[config.mk]
export PLATFORM = sky130hd
export DESIGN_NAME = led_gui_key_ctrl
export DESIGN_NICKNAME = d
export VERILOG_FILES = /design/src/rtl/led_gui_key_ctrl.sv
export SDC_FILE = /design/constraint.sdc
export NUM_CORES = 1
export LEC_CHECK = 0
export ABC_AREA = 0
export CELL_PAD_IN_SITES_DETAIL_PLACEMENT = 1
export CELL_PAD_IN_SITES_GLOBAL_PLACEMENT = 1
export CORE_UTILIZATION = 32
export CTS_CLUSTER_SIZE = 8
export DETAILED_ROUTE_END_ITERATION = 7
export DONT_BUFFER_PORTS = 1
export PLACE_DENSITY = 0.54
export SLEW_MARGIN = 20
export SYNTH_ARGS = -nofsm -noshare
export SYNTH_HDL_FRONTEND = slang
export SYNTH_SLANG_ARGS = --single-unit
export TNS_END_PERCENT = 100
[constraint.sdc]
create_clock -name clk -period 2.47 [get_ports clk]
set_input_delay 0.247 -clock clk [delete_from_list [all_inputs] [get_ports clk]]
set_output_delay 0.247 -clock clk [all_outputs]
set_load 0.01 [all_outputs]
[src/rtl/led_gui_key_ctrl.sv]
// Key front-end for the LED GUI: synchronise, debounce, arbitrate and lock out four
// active-low push-buttons, emitting one-hot single-cycle config_sig pulses.
// Define LED_GUI_KEY_REPEAT_EN to add auto-repeat on the up/down keys.
module led_gui_key_ctrl #(
  parameter int DEBOUNCE_CYC = 1_000_000,
  parameter int REPEAT_DLY   = 25_000_000,
  parameter int REPEAT_PER   = 5_000_000
) (
  input  logic       clk,
  input  logic       rst_n,
  input  logic [3:0] key_in,
  output logic [3:0] config_sig,
  output logic       key_busy
);

  localparam int DB_W = $clog2(DEBOUNCE_CYC);
  localparam logic [DB_W-1:0] DB_LAST = DB_W'(DEBOUNCE_CYC - 1);

  localparam logic [1:0] ST_IDLE = 2'd0;
  localparam logic [1:0] ST_HOLD = 2'd1;
`ifdef LED_GUI_KEY_REPEAT_EN
  localparam logic [1:0] ST_REPEAT = 2'd2;
  localparam int DLY_W = $clog2(REPEAT_DLY);
  localparam int PER_W = $clog2(REPEAT_PER);
  localparam int RPT_W = (DLY_W > PER_W) ? DLY_W : PER_W;
  localparam logic [RPT_W-1:0] DLY_LAST = RPT_W'(REPEAT_DLY - 1);
  localparam logic [RPT_W-1:0] PER_LAST = RPT_W'(REPEAT_PER - 1);
`endif

  logic [3:0] sync1;
  logic [3:0] sync2;
  logic [3:0] key_stb;
  logic [3:0] key_stb_d;
  logic [3:0] press;

  // Keys are inverted on entry so every internal vector is active-high "pressed".
  always_ff @(posedge clk or negedge rst_n) begin
    if (!rst_n) begin
      sync1 <= 4'b0000;
      sync2 <= 4'b0000;
    end else begin
      sync1 <= ~key_in;
      sync2 <= sync1;
    end
  end

  genvar gi;
  generate
    for (gi = 0; gi < 4; gi++) begin : g_debounce
      logic [DB_W-1:0] db_cnt;
      logic            stb_bit;

      always_ff @(posedge clk or negedge rst_n) begin
        if (!rst_n) begin
          db_cnt  <= '0;
          stb_bit <= 1'b0;
        end else if (sync2[gi] == stb_bit) begin
          db_cnt <= '0;
        end else if (db_cnt == DB_LAST) begin
          stb_bit <= sync2[gi];
          db_cnt  <= '0;
        end else begin
          db_cnt <= db_cnt + 1'b1;
        end
      end

      assign key_stb[gi] = stb_bit;
    end
  endgenerate

  always_ff @(posedge clk or negedge rst_n) begin
    if (!rst_n) begin
      key_stb_d <= 4'b0000;
    end else begin
      key_stb_d <= key_stb;
    end
  end

  assign press = key_stb & ~key_stb_d;

  logic [1:0] win_idx;
  logic [3:0] win_oh;
  logic [3:0] owner_oh;
  logic [1:0] state;
  logic [1:0] owner;

  always_comb begin
    win_idx = 2'd0;
    if (press[3])      win_idx = 2'd3;
    else if (press[2]) win_idx = 2'd2;
    else if (press[1]) win_idx = 2'd1;
    win_oh = 4'b0001 << win_idx;
  end

  assign owner_oh = 4'b0001 << owner;

`ifdef LED_GUI_KEY_REPEAT_EN
  logic [RPT_W-1:0] rpt_cnt;
`endif

  always_ff @(posedge clk or negedge rst_n) begin
    if (!rst_n) begin
      state      <= ST_IDLE;
      owner      <= 2'd0;
      config_sig <= 4'b0000;
      key_busy   <= 1'b0;
`ifdef LED_GUI_KEY_REPEAT_EN
      rpt_cnt    <= '0;
`endif
    end else begin
      config_sig <= 4'b0000;
      key_busy   <= (state != ST_IDLE);
      case (state)
        ST_IDLE: begin
          // Losers of a simultaneous press are dropped, not queued.
          if (|press) begin
            config_sig <= win_oh;
            owner      <= win_idx;
            state      <= ST_HOLD;
`ifdef LED_GUI_KEY_REPEAT_EN
            rpt_cnt    <= '0;
`endif
          end
        end
        ST_HOLD: begin
          if (!key_stb[owner]) begin
            state <= ST_IDLE;
          end
`ifdef LED_GUI_KEY_REPEAT_EN
          else if (owner[1]) begin
            if (rpt_cnt == DLY_LAST) begin
              config_sig <= owner_oh;
              rpt_cnt    <= '0;
              state      <= ST_REPEAT;
            end else begin
              rpt_cnt <= rpt_cnt + 1'b1;
            end
          end
`endif
        end
`ifdef LED_GUI_KEY_REPEAT_EN
        ST_REPEAT: begin
          // Release is checked first so it beats a coincident repeat expiry.
          if (!key_stb[owner]) begin
            state <= ST_IDLE;
          end else if (rpt_cnt == PER_LAST) begin
            config_sig <= owner_oh;
            rpt_cnt    <= '0;
          end else begin
            rpt_cnt <= rpt_cnt + 1'b1;
          end
        end
`endif
        default: state <= ST_IDLE;
      endcase
    end
  end

endmodule
==> reports/results.tsv, run 1 <==
stage	metric	value	unit
outcome	status	finished, violations left	
outcome	violations	design-rule violations, negative hold slack	
sta	timing.hold.ws	-406	ps
floorplan	fp.dieArea	15600	sq um
floorplan	fp-row-count	44	
layout	antennaDiodeCount	0	
synthesis	synthesis.nets	483	
worst_setup_path	critPathRequiredTime	2700	ps
layout	area_delta_synth_final	12.7	%
synthesis	yosysTopAreaCell	dfrtp_1	
place	portBuffers	0	
layout	drive_gt1_share	9.49	%
sta	skew	6.19	ps
hold_path	hp-class	primary input to asynchronous set/reset pin	
layout	fillers	1666	
sta	finalCritPeriodShare	89.6	%
power_and_ir_drop	peakVddDrop	0.000328	V
power_and_ir_drop	power.total	3.25	mW
sta	tightest_slew	656	ps
synthesis	syn-cell-area	4820	sq um
synthesis	synth_top_family_by_area	simple AND/OR/NAND/NOR gates	
sta	tns	0	ps
synthesis	syn_inst	473	
sta	period_minus_slack	2210	ps
sta	maxSlewViolCount	0	
global_routing	grt_usage	14.1	%
worst_setup_path	start_kind	flip-flop	
routing	viasPerCell	5.02	
synthesis	synth-adder-area-share	1.04	%
clock_network	clockBufferDepth	2	
clock_network	cts_hold_buf	4	
clock_network	tritoncts	yes	
clock_network	cts-root-buf	clkbuf_16	
global_routing	grt_pass1_wl	17700	um
global_routing	grt.overflow.total	0	
synthesis	synth_compound_area_share	6.17	%
synthesis	synth-simple-area-share	23.8	%
global_routing	grt_pass1_vias	3649	
synthesis	avgSynthCellArea	10.2	sq um
floorplan	core	14600	sq um
synthesis	synthXorXnorAreaFrac	9.62	%
sta	finalSetupViolCount	0	
global_routing	grt_max_degree	105	
clock_network	clk-insertion-delay-late	350	ps
clock_network	clk_pin_slew	70	ps
sta	hold_violations	104	
synthesis	synthDistinctLibCells	42	
routing	drtPass1Iterations	6	
routing	wl_per_cell	14.3	um
floorplan	io_pins	11	
clock_network	clock_sinks	104	
sta	rsz0062_at_grt	no	
place	dp_hpwl	6450	um
routing	drt-total-wl	9680	um
synthesis	synth.mux.area_fraction	2.46	%
clock_network	postCtsResizedCells	0	
synthesis	yosysWarnings	0	
routing	drtIter0Drc	146	
layout	nets	500	
routing	ant_nets	0	
worst_setup_path	crit_fanout	6	
worst_setup_path	worstSetupPathType	flip-flop to flip-flop	
floorplan	start_util	32.9	%
clock_network	h-tree-depth	3	
worst_setup_path	worstPathArrival	2440	ps
synthesis	synth_top_area_share	54.0	%
synthesis	synth_area_leaders	dfrtp_1 (54%), xnor2_1 (7.1%), nor2_1 (5.4%)	
clock_network	cts_buffers	9	
routing	drcViolationCount	4	
power_and_ir_drop	p_leak	2.15	nW
power_and_ir_drop	powerDensity	598	nW/um^2
worst_setup_path	end_kind	flip-flop	
floorplan	die_x	125	um
run	max_cap_viol_count	0	
global_routing	antenna_found_initial	0	
routing	vias	3408	
synthesis	synth_seq_cells	104	
synthesis	ys_seq_area_share	54.0	%
place	place.gp.congestion	0.738	
sta	maxSlewHeadroom	55.8	%
floorplan	die_y	125	um
sta	fmax	452	MHz
## worst paths after layout
| check | startpoint | to | slack (ps) | cells after the start |
|---|---|---|---|---|
| max | g_debounce[1].db_cnt[12] | g_debounce[1].stb_bit | 260 | 4 |
| min | rst_n | g_debounce[3].db_cnt[17] | -410 | 0 |
| max reg2reg | g_debounce[1].db_cnt[12] | g_debounce[1].stb_bit | 260 | 4 |
| min reg2reg | sync1[2] | sync2[2] | 360 | 0 |
| max in group asynchronous | rst_n | g_debounce[3].db_cnt[15] | 2750 | 0 |
| min in group clk | sync1[2] | sync2[2] | 360 | 0 |
## power by group
part / switching, mW / internal [mW] / leakage (nW)
Clock: 0.627 / 0.808 / 0.152
Combinational: 0.0399 / 0.0307 / 0.575
Sequential: 0.0211 / 1.72 / 1.42
Total: 0.688 / 2.56 / 2.15
## critical path, cell delays in order (launching register included)
cell and delay, ps:
dfrtp_1 430, or4_1 550, or4_4 520, nor2_1 230, mux2_2 360
## registers in the layout, summed over array words and instances (netlist names)
signal and flops:
config_sig 4, state 1, sync1 4, owner 2, g_debounce.stb_bit 4, key_busy 1
g_debounce.db_cnt 80, sync2 4, key_stb_d 4
## Yosys cell counts
cell	count
a21oi_1	18
a21oi_2	1
a31o_2	2
a31oi_1	1
a41o_1	1
and2_1	1
and3_1	4
and3_2	1
buf_2	5
buf_6	2
clkbuf_1	2
dfrtp_1	104
ha_1	4
inv_1	23
mux2_2	5
mux2i_1	4
mux4_2	1
nand2_1	28
nand2b_1	5
nand3_1	29
nand3_2	2
nand4_1	14
nand4b_1	1
nor2_1	70
nor2b_1	1
nor3_1	21
nor3b_1	1
nor4_1	12
nor4b_1	1
o21ai_0	15
o21ai_1	1
o21ai_4	2
o31ai_1	7
or2_2	1
or3_1	8
or3_2	1
or4_1	13
or4_4	3
or4b_1	4
or4bb_1	1
xnor2_1	39
xor2_1	14
## logic make-up after synthesis
logic type / after synthesis
AO/OA/AOI/OAI: 48
XOR/XNOR: 53
adder cells (fa/ha/maj): 4
buffers and inverters: 32
flip-flops: 104
multiplexers: 10
AND/OR/NAND/NOR: 222
## timing repair
item,in CTS,in global routing
setup buffers,0,0
endpoints found under the setup margin,0,0
endpoints found under the hold margin,108,104
## metrics by stage
step | setup WS, ps | std cells | util (%) | cell area, sq um
floorplan | 392 | 473 | - | 4820
global placement | 333 | 659 | 34.8 | 5100
detailed placement | 261 | 659 | 34.8 | 5100
CTS | 247 | 679 | 37.1 | 5440
global route | 139 | 679 | 37.1 | 5440
finish | 257 | 679 | 37.1 | 5440
## cell usage in the layout (no fill, tap or decap), types with 5 or more instances in the layout
cell and n:
mux2_2 5, nand3_1 29, clkbuf_16 9, buf_4 10, a21oi_1 18, nor2_1 70, dfrtp_1 104, nand2b_1 5
nand4_1 14, xnor2_1 39, nor4_1 12, nor3_1 21, or3_1 8, or4_1 13, o21ai_0 15, o31ai_1 6
nand2_1 28, xor2_1 14, inv_1 23
## area by class of cell
type / instances / area, sq um / share of cell area (%)
Clock buffer: 10 / 239 / 4.40
Clock inverter: 6 / 58.8 / 1.08
Inverter: 23 / 86.3 / 1.59
Multi-Input combinational cell: 337 / 2080 / 38.3
Sequential cell: 104 / 2600 / 47.9
Tap cell: 184 / 230 / 4.23
Timing Repair Buffer: 15 / 135 / 2.49
## per-layer routing
metal  vias to the layer above  GRT usage (%)  share of wire [%]
met5                         -              0                  0
li1                       1679              -                  -
met2                        25           22.3                 45
met4                         0           3.27               0.85
met1                      1698           18.9                 51
met3                         6           4.25                2.5
No activity file was read; power rests on OpenSTA's default activity.
==> run 2: changes to the inputs <==
--- a/config.mk
+++ b/config.mk
@@ -5,14 +5,14 @@
 export SDC_FILE = /design/constraint.sdc
 export NUM_CORES = 1
 export LEC_CHECK = 0
-export ABC_AREA = 0
+export ABC_AREA = 1
 export CELL_PAD_IN_SITES_DETAIL_PLACEMENT = 1
 export CELL_PAD_IN_SITES_GLOBAL_PLACEMENT = 1
 export CORE_UTILIZATION = 32
 export CTS_CLUSTER_SIZE = 8
 export DETAILED_ROUTE_END_ITERATION = 7
 export DONT_BUFFER_PORTS = 1
-export PLACE_DENSITY = 0.54
+export PLACE_DENSITY = 0.56
 export SLEW_MARGIN = 20
 export SYNTH_ARGS = -nofsm -noshare
 export SYNTH_HDL_FRONTEND = slang
==> reports/results.tsv, run 2 <==
stage	metric	value	unit
outcome	status	finished, violations left	
outcome	violations	negative hold slack	
worst_setup_path	worstSetupPathType	flip-flop to flip-flop	
synthesis	synth_edf_count	0	
synthesis	yosysMostFrequentCell	nor2_1	
floorplan	start_util	33.3	%
routing	wl_per_cell	13.6	um
power_and_ir_drop	internal_power	2.64	mW
place	dpl.cell_count	878	
layout	fillers	1964	
layout	final_common_cell	nor2_1	
place	portBuffers	0	
layout	drive_gt1_share	10.3	%
routing	drcViolationCount	0	
synthesis	ys_seq_area_share	48.5	%
sta	tns	0	ps
clock_network	cts-root-buf	clkbuf_16	
synthesis	synthArstFlopShare	100	%
sta	finalCritPeriodShare	60.4	%
layout	fin_area	6000	sq um
routing	vias	4135	
floorplan	fp.dieArea	17300	sq um
synthesis	synthTopCellsByCount	nor2_1 (154), nand2_1 (135), dfrtp_1 (104)	
clock_network	tritoncts	yes	
synthesis	synthesis.nets	673	
clock_network	postCtsResizedCells	0	
power_and_ir_drop	peakVddDrop	0.000348	V
sta	period_minus_slack	1490	ps
worst_setup_path	crit_fanout	4	
sta	tightest_slew	566	ps
clock_network	clock_sinks	104	
worst_setup_path	r2r-start	g_debounce[3].db_cnt[1]	
synthesis	syn-cell-area	5370	sq um
routing	viasPerCell	4.60	
worst_setup_path	crit_start	g_debounce[3].db_cnt[1]	
power_and_ir_drop	p_sw_share	21.7	%
layout	area_delta_synth_final	11.7	%
synthesis	yosysWarnings	0	
sta	fmax	670	MHz
power_and_ir_drop	clockPowerShare	46.1	%
worst_setup_path	rr_worst_depth	6	
place	dpl_cell_area	5640	sq um
synthesis	synth_ff_type	dfrtp_1	
synthesis	synth_area_leaders	dfrtp_1 (48%), nor2_1 (11%), nand2_1 (9.4%)	
worst_setup_path	start_kind	flip-flop	
clock_network	clk-insertion-delay-late	350	ps
power_and_ir_drop	p_switching	0.730	mW
floorplan	fp-row-count	46	
power_and_ir_drop	p_leak	2.54	nW
place	dp_hpwl	9150	um
synthesis	synth_top_area_share	48.5	%
routing	ant_nets	0	
power_and_ir_drop	power.share.combinational	2.2	%
global_routing	antenna_found_initial	0	
routing	drt-total-wl	12200	um
sta	hold_violations	104	
global_routing	grt_usage	15.6	%
layout	antennaDiodeCount	0	
clock_network	h-tree-depth	3	
clock_network	cts_hold_buf	4	
worst_setup_path	critPathRequiredTime	2720	ps
layout	final_core_util	37.2	%
layout	nets	687	
floorplan	core	16100	sq um
sta	maxSlewHeadroom	62.1	%
synthesis	yosysTopAreaCell	dfrtp_1	
worst_setup_path	reg2reg_slack	980	ps
sta	maxSlewViolCount	0	
sta	timing.hold.ws	-419	ps
synthesis	avgSynthCellArea	8.10	sq um
run	max_cap_viol_count	0	
sta	rsz0062_at_grt	no	
floorplan	die_y	132	um
place	dp_worst_setup_slack	950	ps
global_routing	grt.overflow.total	0	
sta	skew	9.67	ps
clock_network	clockBufferDepth	2	
layout	layout_common_cells	nor2_1 (154), nand2_1 (135), dfrtp_1 (104)	
layout	stdcell_count	898	
routing	drtPass1Iterations	4	
clock_network	cts_buffers	9	
global_routing	grt_max_degree	105	
synthesis	syn_inst	663	
global_routing	grt_pass1_vias	4454	
synthesis	synthDistinctLibCells	29	
synthesis	synth_seq_cells	104	
sta	finalSetupViolCount	0	
power_and_ir_drop	pwr-share-seq	51.7	%
worst_setup_path	worstPathArrival	1740	ps
floorplan	die_x	132	um
hold_path	hp-class	primary input to asynchronous set/reset pin	
sta	setup_ws	977	ps
layout	regMostFlops	g_debounce.db_cnt	
worst_setup_path	end_kind	flip-flop	
floorplan	io_pins	11	
layout	largest_register_ffs	80	
place	place.gp.congestion	0.796	
global_routing	grt_pass1_wl	21800	um
power_and_ir_drop	powerDensity	562	nW/um^2
clock_network	clk_pin_slew	70	ps
routing	drtIter0Drc	166	
==> run 2: changes by cell type after synthesis, moves of 10 or more <==
cell,delta
o21ai_0,-13
nand2_1,+107
nor4_1,-12
nor2_2,+13
nor2_1,+84
nand2_2,+12
xor2_1,+13
inv_1,+37
nand3_1,+23
o21ai_1,+10
xnor2_1,-25
or4_1,-13
==> run 2: path summary, 6_finish.rpt <==
path,end
max,g_debounce[3].stb_bit
min,g_debounce[3].db_cnt[18]
max in group asynchronous,g_debounce[2].db_cnt[1]
min reg2reg,sync2[3]
max reg2reg,g_debounce[3].stb_bit
min in group clk,sync2[3]
==> run 2: logic make-up after synthesis <==
group	synth area share [%]
buffers and inverters	4.92
adder cells (fa/ha/maj)	0.932
AO/OA/AOI/OAI	3.19
flip-flops	48.5
multiplexers	0.186
AND/OR/NAND/NOR	34.4
XOR/XNOR	7.90
==> run 2: final cells by class <==
cell class | instances | area, sq um | area share, %
inverters | 69 | 259 | 4.32
multi-input cells | 489 | 2500 | 41.7
repair buffers | 4 | 40.0 | 0.668
clock inverters | 7 | 96.3 | 1.61
clock buffers | 9 | 225 | 3.76
flip-flops and latches | 104 | 2600 | 43.4
well taps | 216 | 270 | 4.51
==> run 2: routing by layer <==
layer | GRT usage, % | vias up | share of wire (%)
met3 | 3.86 | 4 | 2.2
met4 | 3.23 | 0 | 0.61
met2 | 26.4 | 21 | 48
met5 | 0 | - | 0
met1 | 20.2 | 2012 | 50
li1 | - | 2098 | -
==> run 2: metrics by stage <==
stage | hold slack [ps] | total power, mW
after floorplan | -48.6 | 1.83
after global placement | -45.4 | 1.85
after detailed placement | -44.8 | 1.85
after CTS | -434 | 3.44
after global routing | -446 | 3.52
final | -419 | 3.37
==> run 2: worst max-delay path, stage by stage, from the launching register on <==
cell	delay (ps)
dfrtp_1	370
ha_1	260
nand3_4	140
nor2_1	160
nand3_1	200
o21ai_1	190
nand2_1	60
==> run 2: timing repair <==
action / CTS / global route
hold endpoints to repair: 108 / 104
endpoints found under the setup margin: 0 / 0
setup buffers: 0 / 0
==> run 2: power by group through the flow <==
stage | sequential (mW) | clock, mW | combinational, mW
final | 1.74 | 1.55 | 0.0751
after global placement | 1.77 | 0 | 0.0714
after CTS | 1.74 | 1.62 | 0.0781
after floorplan | 1.77 | 0 | 0.0568
after detailed placement | 1.78 | 0 | 0.0727
after global routing | 1.75 | 1.69 | 0.0879
